$ cat src/rtl/sign_ext_pkg.sv
// rtl/sign_ext_pkg.sv - shared immediate-extension mode encodings and default widths
package sign_ext_pkg;

    typedef enum logic [1:0] {
        EXT_SIGN  = 2'b00,
        EXT_ZERO  = 2'b01,
        EXT_SHL2  = 2'b10,
        EXT_UPPER = 2'b11
    } ext_mode_e;

    localparam int IMM_W  = 8;
    localparam int WORD_W = 16;

endpackage

$ cat src/rtl/sign_ext_core.sv
// rtl/sign_ext_core.sv - combinational immediate extender (extra modes under SIGNEXT_MODES_EN)
module sign_ext_core
    import sign_ext_pkg::*;
#(
    parameter int IN_W  = IMM_W,
    parameter int OUT_W = WORD_W
) (
    input  logic [1:0]       mode,
    input  logic [IN_W-1:0]  a,
    output logic [OUT_W-1:0] y,
    output logic             neg
);

    localparam int EXT_W = OUT_W - IN_W;

    logic [OUT_W-1:0] sext;

    assign sext = {{EXT_W{a[IN_W-1]}}, a};
    assign neg  = a[IN_W-1];

`ifdef SIGNEXT_MODES_EN
    // Mode decode; unknown or unlisted encodings fall back to sign-extend
    always_comb begin
        y = sext;
        case (mode)
            EXT_ZERO:  y = {{EXT_W{1'b0}}, a};
            EXT_SHL2:  y = {sext[OUT_W-3:0], 2'b00};
            EXT_UPPER: y = {a, {EXT_W{1'b0}}};
            default:   y = sext;
        endcase
    end
`else
    // Mode port is kept for a uniform interface but has no effect here
    logic unused_mode;
    assign unused_mode = ^mode;
    assign y = sext;
`endif

endmodule

$ cat src/rtl/sign_ext.sv
// rtl/sign_ext.sv - immediate extender with clock-enabled capture register (SIGNEXT_MODES_EN selects full mode set)
module sign_ext
    import sign_ext_pkg::*;
#(
    parameter int IN_W  = IMM_W,
    parameter int OUT_W = WORD_W
) (
    input  logic             clk,
    input  logic             reset,
    input  logic             en,
    input  logic [1:0]       mode,
    input  logic [IN_W-1:0]  a,
    output logic [OUT_W-1:0] y,
    output logic             neg,
    output logic [OUT_W-1:0] y_q,
    output logic             neg_q,
    output logic             vld_q
);

    sign_ext_core #(
        .IN_W  (IN_W),
        .OUT_W (OUT_W)
    ) u_core (
        .mode (mode),
        .a    (a),
        .y    (y),
        .neg  (neg)
    );

    // Capture the extended value for later FSM cycles; vld_q pulses per capture
    always_ff @(posedge clk) begin
        if (reset) begin
            y_q   <= '0;
            neg_q <= 1'b0;
            vld_q <= 1'b0;
        end else if (en) begin
            y_q   <= y;
            neg_q <= neg;
            vld_q <= 1'b1;
        end else begin
            vld_q <= 1'b0;
        end
    end

endmodule

$ cat config.mk
export PLATFORM = sky130hd
export DESIGN_NAME = sign_ext
export DESIGN_NICKNAME = d
export VERILOG_FILES = /design/src/rtl/sign_ext_pkg.sv /design/src/rtl/sign_ext_core.sv /design/src/rtl/sign_ext.sv
export SDC_FILE = /design/constraint.sdc
export NUM_CORES = 1
export LEC_CHECK = 0
export ABC_AREA = 1
export CAP_MARGIN = 25
export CORE_MARGIN = 10
export CORE_UTILIZATION = 40
export CTS_BUF_LIST = sky130_fd_sc_hd__clkbuf_2
export DETAILED_ROUTE_END_ITERATION = 16
export PLACE_DENSITY = 0.85
export SLEW_MARGIN = 20
export SYNTH_ARGS = -nofsm -noshare
export SYNTH_HDL_FRONTEND = slang
export SYNTH_HIERARCHICAL = 1
export SYNTH_SLANG_ARGS = --single-unit
$ cat constraint.sdc
create_clock -name clk -period 0.8 [get_ports clk]
set_clock_uncertainty 0.05 [all_clocks]
set_input_delay 0.08 -clock clk [delete_from_list [all_inputs] [get_ports clk]]
set_output_delay 0.08 -clock clk [all_outputs]
set_load 0.03 [all_outputs]
==> out/summary.txt, run 1 <==
internal power -> 1.395 mW
crit start category -> flip-flop
crit path from -> y_q[4]
DR pass1 iterations -> 4
critical path arrival -> 0.83 ns
pwr dens -> 1594 nW/um^2
syn avg cell area -> 6.843 um^2
Worst-Skew Late Latency -> 0.31 ns
clock root buffer -> clkbuf_2
CTS clock-pin slew for the worst setup and hold paths -> 0.17 ns
footprint of the multi-input gates -> 264.0 um^2
synth top area cells -> dfxtp_1, buf_4, nand2_1
Buf/Inv on CP -> 1
Max VDD drop -> 0.9319 mV
Die W -> 66.80 um
row count -> 16
Synth Register Bits -> 18
setup_tns -> -2.608 ns
sw frac -> 35.00%
GR Overflow Total -> 0
post-route ant nets -> 0
worst setup margin -> -0.1568 ns
Netlist Area Pre-Place -> 875.8 um^2
Residual DRC -> 0
status -> finished, violations left
number of H-tree levels -> 1
DP HPWL -> 1.626 mm
commonest non-fill, non-tap cells in the layout -> buf_6, nand2_1, nor2_1
1st-iter DRT viols -> 29
Net count, final -> 176
pin count of the biggest net entering global routing -> 36
initial core utilization -> 43.32%
Yosys top cell area share -> 41.14%
hold_buf cts -> 0
post-synth net total -> 141
Max Buffers Root-to-Sink -> 2
Area growth, synth to finish -> 53.71%
crit-path leading delay family -> flip-flops
Slew @ Worst Pin -> 0.2293 ns
power share of the sequential group -> 47.3%
Via-to-Cell Ratio -> 4.413
pre-CTS setup slack -> -0.3332 ns
Seq/Total Area, Yosys -> 41.14%
first-pass GRT wire length -> 3.801 mm
min-delay src -> a[1]
CTS tree -> yes
total power -> 2.146 mW
share of layout cells above drive strength 1 -> 41.36%
CP required -> 0.67 ns
leakage -> 0.7481 nW
Slew headroom -> 84.69%
Core Region -> 2022 um^2
Yosys warnings -> 6
Slew Viols, Final -> 0
sink count of the clock tree -> 18
Die Y-Extent -> 66.80 um
Cells after Synth -> 128
Critical Path Sink Type -> primary output
commonest non-fill, non-tap cell in the layout -> buf_6
Total GRT Usage -> 11.01%
total of max-cap violations -> 0
number of global-route vias before repair -> 792
slowest cell on the critical path -> dfxtp_2
synth unique cells -> 8
sw power -> 0.7512 mW
WL/cell -> 13.32 um
CP Max Fanout -> 2
Fmax -> 1045 MHz
CP Cell Sequence -> buf_6
Tcrit/Tclk final -> 119.6%
WS Path Type -> flip-flop to primary output
sequential cell area -> 382.9 um^2
FF-to-FF Start -> y_q[10]
port bufs -> 45
unrepaired setup endpoints after global routing -> true
I/O pin count -> 48
CTS Buf Count -> 3
initial antenna violation count -> 0
final hold vios -> 0
Hold WC Path Type -> primary input to flip-flop
Final Setup Violations -> 18
via count -> 834
Comb pwr share -> 34.0%
fin crit period -> 0.9568 ns
violated checks -> negative setup slack
GP Congestion -> 0.7007
max incr delay on CP -> 0.38 ns
ant diodes -> 0
Clock Power Share -> 18.7%
Fillers -> 162
final wirelength -> 2.517 mm
die outline area -> 4462 um^2
area leader, netlist -> dfxtp_1
==> cell families after synthesis <==
family	count (synthesis)	share of synthesized area, %
buf+inv	41	28.71
simple gates	69	30.14
flops	18	41.14
==> layout make-up <==
| cell class | instances | area share (%) |
|---|---|---|
| Sequential cell | 18 | 28.44 |
| Clock inverter | 1 | 0.2788 |
| Clock buffer | 3 | 1.115 |
| Inverter | 19 | 5.483 |
| Multi-Input combinational cell | 69 | 19.61 |
| Tap cell | 27 | 2.509 |
| Timing Repair Buffer | 52 | 42.57 |
==> layer usage <==
layer	share of wire, %	wire length (um)	vias up	track usage, %
met3	10	264	7	3.679
met1	37	938	374	11.07
met4	3.5	87	0	9.162
li1	-	-	413	-
met5	0	0	-	0
met2	49	1227	40	18.01
==> state kept, by name, summed over array words and instances, names as in the netlist <==
name,flops
y_q,16
neg_q,1
vld_q,1
==> path summary, 6_finish.rpt <==
kind              depth (start not counted)      end  slack, ns
hold / removal                            5   y_q[1]       0.14
setup reg to reg                          3  y_q[10]       0.05
hold reg to reg                           2   y_q[7]       0.44
setup / recovery                          1   y_q[4]      -0.16
==> cells in the mapped netlist, drive strengths merged <==
cell	instances
nor2	35
nand2	34
buf	22
inv	19
dfxtp	18
==> power groups by stage <==
stage / logic (mW) / registers, mW / clock network [mW]
after global routing: 0.781 / 1.02 / 0.457
after floorplan: 0.323 / 1.13 / 0
after global placement: 0.622 / 1.01 / 0
after CTS: 0.709 / 1.01 / 0.401
final: 0.729 / 1.02 / 0.401
after detailed placement: 0.634 / 1.01 / 0
==> what timing repair did <==
item | in CTS | in global routing
setup endpoints to repair | 36 | 40
buffers inserted | 1 | 1
cloned | 1 | 1
resized for setup | 64 | 5
==> stage by stage <==
| stage | hold slack [ns] | utilization [%] | area [um^2] | instances |
|---|---|---|---|---|
| finish | 0.1441 | 66.58 | 1346 | 189 |
| detailed placement | 0.4132 | 55.75 | 1127 | 181 |
| global route | 0.1353 | 66.58 | 1346 | 189 |
| floorplan | 0.1013 | - | 875.8 | 128 |
| CTS | 0.1457 | 64.91 | 1313 | 187 |
| global placement | 0.4087 | 55.75 | 1127 | 181 |
Note: power is estimated with default switching activity, not from simulation.
==> run 2, diff against run 1 <==
--- a/config.mk
+++ b/config.mk
@@ -7,12 +7,11 @@
 export LEC_CHECK = 0
 export ABC_AREA = 1
 export CAP_MARGIN = 25
-export CORE_MARGIN = 10
-export CORE_UTILIZATION = 40
+export CORE_MARGIN = 2
+export CORE_UTILIZATION = 33
 export CTS_BUF_LIST = sky130_fd_sc_hd__clkbuf_2
 export DETAILED_ROUTE_END_ITERATION = 16
-export PLACE_DENSITY = 0.85
-export SLEW_MARGIN = 20
+export PLACE_DENSITY = 0.73
 export SYNTH_ARGS = -nofsm -noshare
 export SYNTH_HDL_FRONTEND = slang
 export SYNTH_HIERARCHICAL = 1
==> run 2 against run 1 <==
The flow still finishes with violations (negative setup slack). Design area rose by 3.3%. Sequential power barely moved. Global-route usage rose by 2.1 points. Routed wire length fell by 20%. Cell count rose by 1.6%. Via count fell by 5.3%. Sequential share of layout area fell by 0.90 points. Critical endpoint is now y_q[3]. Highest routed layer unchanged.
==> out/summary.txt, run 2 (synthesis gave the netlist of run 1 again) <==
status -> finished, violations left
violated checks -> negative setup slack
Buf/Inv on CP -> 1
final hold vios -> 0
Die Y-Extent -> 55.52 um
sink count of the clock tree -> 18
first-pass GRT wire length -> 3.201 mm
crit-path leading delay family -> flip-flops
commonest non-fill, non-tap cells in the layout -> nand2_1, nor2_1, buf_6
Finished Core Util -> 55.61%
internal power -> 1.420 mW
Clock Power Share -> 17.4%
worst setup margin -> -0.1273 ns
CTS Buf Count -> 3
final wirelength -> 2.025 mm
GR Overflow Total -> 0
number of H-tree levels -> 1
max incr delay on CP -> 0.38 ns
Hold WC Path Type -> primary input to flip-flop
initial core utilization -> 35.04%
Total GRT Usage -> 13.13%
WS Path Type -> flip-flop to primary output
Residual DRC -> 0
pin count of the biggest net entering global routing -> 36
Largest regs -> y_q (16), neg_q (1), vld_q (1)
Slew Viols, Final -> 0
footprint of the multi-input gates -> 264.0 um^2
hold_buf cts -> 0
Critical Path Sink Type -> primary output
Max Buffers Root-to-Sink -> 2
Net count, final -> 177
row count -> 18
final instance area -> 1390 um^2
final hold slack -> 0.1720 ns
leakage -> 0.7770 nW
CP required -> 0.67 ns
power share of the sequential group -> 47.6%
I/O pin count -> 48
sw frac -> 33.37%
Slew @ Worst Pin -> 0.2172 ns
CP Max Fanout -> 2
Post-DP Area -> 1136 um^2
critical path arrival -> 0.80 ns
initial antenna violation count -> 0
WL/cell -> 10.55 um
Placed Instances -> 183
crit start category -> flip-flop
Core Region -> 2500 um^2
Largest register FFs -> 16
post-route ant nets -> 0
CTS tree -> yes
CTS clock-pin slew for the worst setup and hold paths -> 0.16 ns
Via-to-Cell Ratio -> 4.115
share of layout cells above drive strength 1 -> 41.98%
Fmax -> 1078 MHz
Worst-Skew Late Latency -> 0.29 ns
Final Setup Violations -> 18
pre-CTS setup slack -> -0.3130 ns
Fillers -> 249
DR pass1 iterations -> 4
GP Congestion -> 0.6421
Post-Layout Cell Count -> 192
Comb pwr share -> 35.1%
unrepaired setup endpoints after global routing -> true
Die W -> 55.52 um
die outline area -> 3082 um^2
slowest cell on the critical path -> dfxtp_2
Area growth, synth to finish -> 58.71%
setup_tns -> -2.050 ns
sw power -> 0.7111 mW
number of global-route vias before repair -> 723
Tcrit/Tclk final -> 115.9%
Slew headroom -> 85.50%
Max VDD drop -> 0.9059 mV
via count -> 790
port bufs -> 45
fin crit period -> 0.9273 ns
pwr dens -> 1533 nW/um^2
ant diodes -> 0
1st-iter DRT viols -> 4
commonest non-fill, non-tap cell in the layout -> nand2_1
CP Cell Sequence -> buf_6
clock root buffer -> clkbuf_2
sequential cell area -> 382.9 um^2
Biggest register -> y_q
total of max-cap violations -> 0
DP HPWL -> 1.152 mm
total power -> 2.131 mW
[run 2: path summary, 6_finish.rpt]
kind / from / endpoint / slack [ns] / cells after the start
worst max-delay path: y_q[3] / y_q[3] / -0.13 / 1
worst max register to register: y_q[12] / y_q[12] / 0.05 / 3
worst min register to register: y_q[6] / y_q[6] / 0.44 / 2
worst min-delay path: a[2] / y_q[2] / 0.17 / 5
[run 2: power groups by stage]
stage / registers (mW) / clock network, mW / logic [mW]
6_report: 1.01 / 0.370 / 0.747
5_1_grt: 1.02 / 0.418 / 0.793
4_1_cts: 1.02 / 0.390 / 0.721
3_5_place_dp: 1.01 / 0 / 0.623
3_3_place_gp: 1.01 / 0 / 0.611
2_1_floorplan: 1.13 / 0 / 0.323
[run 2: tightest hold or removal path, delay by kind of cell]
family                 cells  cell delay, ns
and+or+nand+nor            3            0.12
buffers and inverters      2            0.30
[run 2: final cells by class]
| class | count | share of cell area (%) |
|---|---|---|
| Timing Repair Buffer | 53 | 44.37 |
| Sequential cell | 18 | 27.54 |
| Multi-Input combinational cell | 69 | 18.99 |
| Inverter | 19 | 5.311 |
| Tap cell | 30 | 2.700 |
| Clock buffer | 3 | 1.080 |
[run 2: repair_timing]
action,in CTS,in global routing
cloned,2,1
endpoints found under the setup margin,35,23
resized for setup,59,2
setup buffers,1,2
[run 2: per-layer routing]
metal	vias up	wire [um]	track usage [%]
met5	-	0	0
met4	0	27	8.362
met3	2	98	2.342
met2	29	1093	23.64
met1	341	805	13.90
li1	418	-	-
==> run 3, diff against run 2 <==
--- a/config.mk
+++ b/config.mk
@@ -7,11 +7,12 @@
 export LEC_CHECK = 0
 export ABC_AREA = 1
 export CAP_MARGIN = 25
+export CORE_ASPECT_RATIO = 1.5
 export CORE_MARGIN = 2
 export CORE_UTILIZATION = 33
 export CTS_BUF_LIST = sky130_fd_sc_hd__clkbuf_2
 export DETAILED_ROUTE_END_ITERATION = 16
-export PLACE_DENSITY = 0.73
+export PLACE_DENSITY = 0.7
 export SYNTH_ARGS = -nofsm -noshare
 export SYNTH_HDL_FRONTEND = slang
 export SYNTH_HIERARCHICAL = 1
==> run 3 against run 2 <==
The flow still finishes with violations (negative setup slack). Design area is 1.2% lower. Register-to-register slack lost 0.02 ns. Non-clock buffer count up 2. Hold slack improved by 0.010 ns. Worst setup slack gained 0.020 ns. Critical path depth did not move. Die area up 0.29%. Fmax grew 2.2%. Sequential share of layout area up 0.33 points. Core utilization decreased by 0.15 points. Via count is 0.51% higher.
==> out/summary.txt, run 3 (synthesis gave the netlist of run 1 again) <==
unrepaired setup endpoints after global routing -> true
violated checks -> negative setup slack
max incr delay on CP -> 0.37 ns
die outline area -> 3091 um^2
fin crit period -> 0.9077 ns
Max VDD drop -> 0.9290 mV
hold_buf cts -> 0
slowest cell on the critical path -> dfxtp_2
initial antenna violation count -> 0
crit-path leading delay family -> flip-flops
CP Max Fanout -> 2
pin count of the biggest net entering global routing -> 27
Hold Path Sink -> y_q[0]
leakage -> 0.7720 nW
FF-to-FF Start -> y_q[11]
CTS tree -> yes
Core Region -> 2477 um^2
final wirelength -> 1.802 mm
Slew headroom -> 83.55%
depth of the most critical reg-to-reg path -> 3
total of max-cap violations -> 0
status -> finished, violations left
critical path arrival -> 0.78 ns
pwr dens -> 1529 nW/um^2
Slew @ Worst Pin -> 0.2463 ns
setup_tns -> -1.831 ns
Largest register FFs -> 16
DR pass1 iterations -> 4
Max Buffers Root-to-Sink -> 2
Worst-Skew Late Latency -> 0.28 ns
commonest non-fill, non-tap cells in the layout -> nand2_1, nor2_1, buf_6
Finished Core Util -> 55.45%
CP Cell Sequence -> buf_6
Buf/Inv on CP -> 1
Biggest register -> y_q
sink count of the clock tree -> 18
1st-iter DRT viols -> 7
min-delay src -> a[0]
WHS Path Cells -> 5
row count -> 22
Total GRT Usage -> 12.99%
I/O pin count -> 48
commonest non-fill, non-tap cell in the layout -> nand2_1
WL/cell -> 9.585 um
Fmax -> 1102 MHz
CP required -> 0.67 ns
CTS Buf Count -> 3
reg-to-reg endpoint -> y_q[11]
GR Overflow Total -> 0
Die W -> 46.07 um
Slew Viols, Final -> 0
Final Setup Violations -> 18
Residual DRC -> 0
ant diodes -> 0
port bufs -> 45
Crit. path cell count -> 1
Area growth, synth to finish -> 56.86%
Post-DP Area -> 1136 um^2
first-pass GRT wire length -> 2.967 mm
share of layout cells above drive strength 1 -> 42.07%
Hold WC Path Type -> primary input to flip-flop
crit start category -> flip-flop
final hold vios -> 0
Net count, final -> 179
number of H-tree levels -> 1
Fillers -> 229
R2R Setup Slk -> 0.03 ns
initial core utilization -> 35.35%
Die Y-Extent -> 67.10 um
GP Congestion -> 0.6475
worst setup margin -> -0.1077 ns
WS Path Type -> flip-flop to primary output
number of global-route vias before repair -> 725
via count -> 794
CTS clock-pin slew for the worst setup and hold paths -> 0.15 ns
Largest regs -> y_q (16), neg_q (1), vld_q (1)
Via-to-Cell Ratio -> 4.223
post-route ant nets -> 0
clock root buffer -> clkbuf_2
final instance area -> 1374 um^2
Critical Path Sink Type -> primary output
Tcrit/Tclk final -> 113.5%
run 3: cell count changes in the layout (fill, tap and decap cells not counted), sizes merged:
cell / delta
bufbuf: -1
buf: +2
clkdlybuf4s15: +1
run 3: area by class of cell:
| type | instances | area [um^2] | area share [%] |
|---|---|---|---|
| repair buffers | 55 | 608.1 | 44.26 |
| flip-flops and latches | 18 | 382.9 | 27.87 |
| multi-input cells | 69 | 264.0 | 19.22 |
| inverters | 19 | 73.82 | 5.373 |
| well taps | 24 | 30.03 | 2.186 |
| clock buffers | 3 | 15.01 | 1.093 |
run 3: where the power goes:
part	switching, mW	internal, mW	leakage, nW	total [mW]
Combinational	0.394	0.338	0.605	0.732
Sequential	0.0406	0.971	0.155	1.01
Clock	0.255	0.102	0.0125	0.357
run 3: per-layer routing:
metal | GRT usage, % | part of all wire (%) | up-vias
met2 | 20.83 | 51 | 30
met1 | 15.46 | 42 | 341
met3 | 2.439 | 6.3 | 2
li1 | - | - | 421
met5 | 0 | 0 | -
met4 | 7.500 | 1.0 | 0
run 3: how the worst max path moves through the flow:
stage | from | to | slack, ns
global route | y_q[11] | y_q[11] | -0.17
CTS | y_q[3] | y_q[3] | -0.13
global placement | en | y_q[14] | -0.30
floorplan | y_q[11] | y_q[11] | 0.03
detailed placement | en | y_q[11] | -0.31
finish | y_q[9] | y_q[9] | -0.11
run 3: per-stage QoR:
step	total power [mW]	instances	hold WS, ns	setup WS [ns]
floorplan	1.452	128	0.1013	0.03357
global placement	1.629	178	0.4112	-0.2964
global route	2.216	188	0.1893	-0.1658
CTS	2.112	187	0.1654	-0.1321
finish	2.100	188	0.1824	-0.1077
detailed placement	1.638	178	0.4143	-0.3082
run 3: what timing repair did:
action	4_1_cts	5_1_grt
setup buffers	5	0
gates cloned	1	1
resized for setup	56	2
setup endpoints to repair	35	35
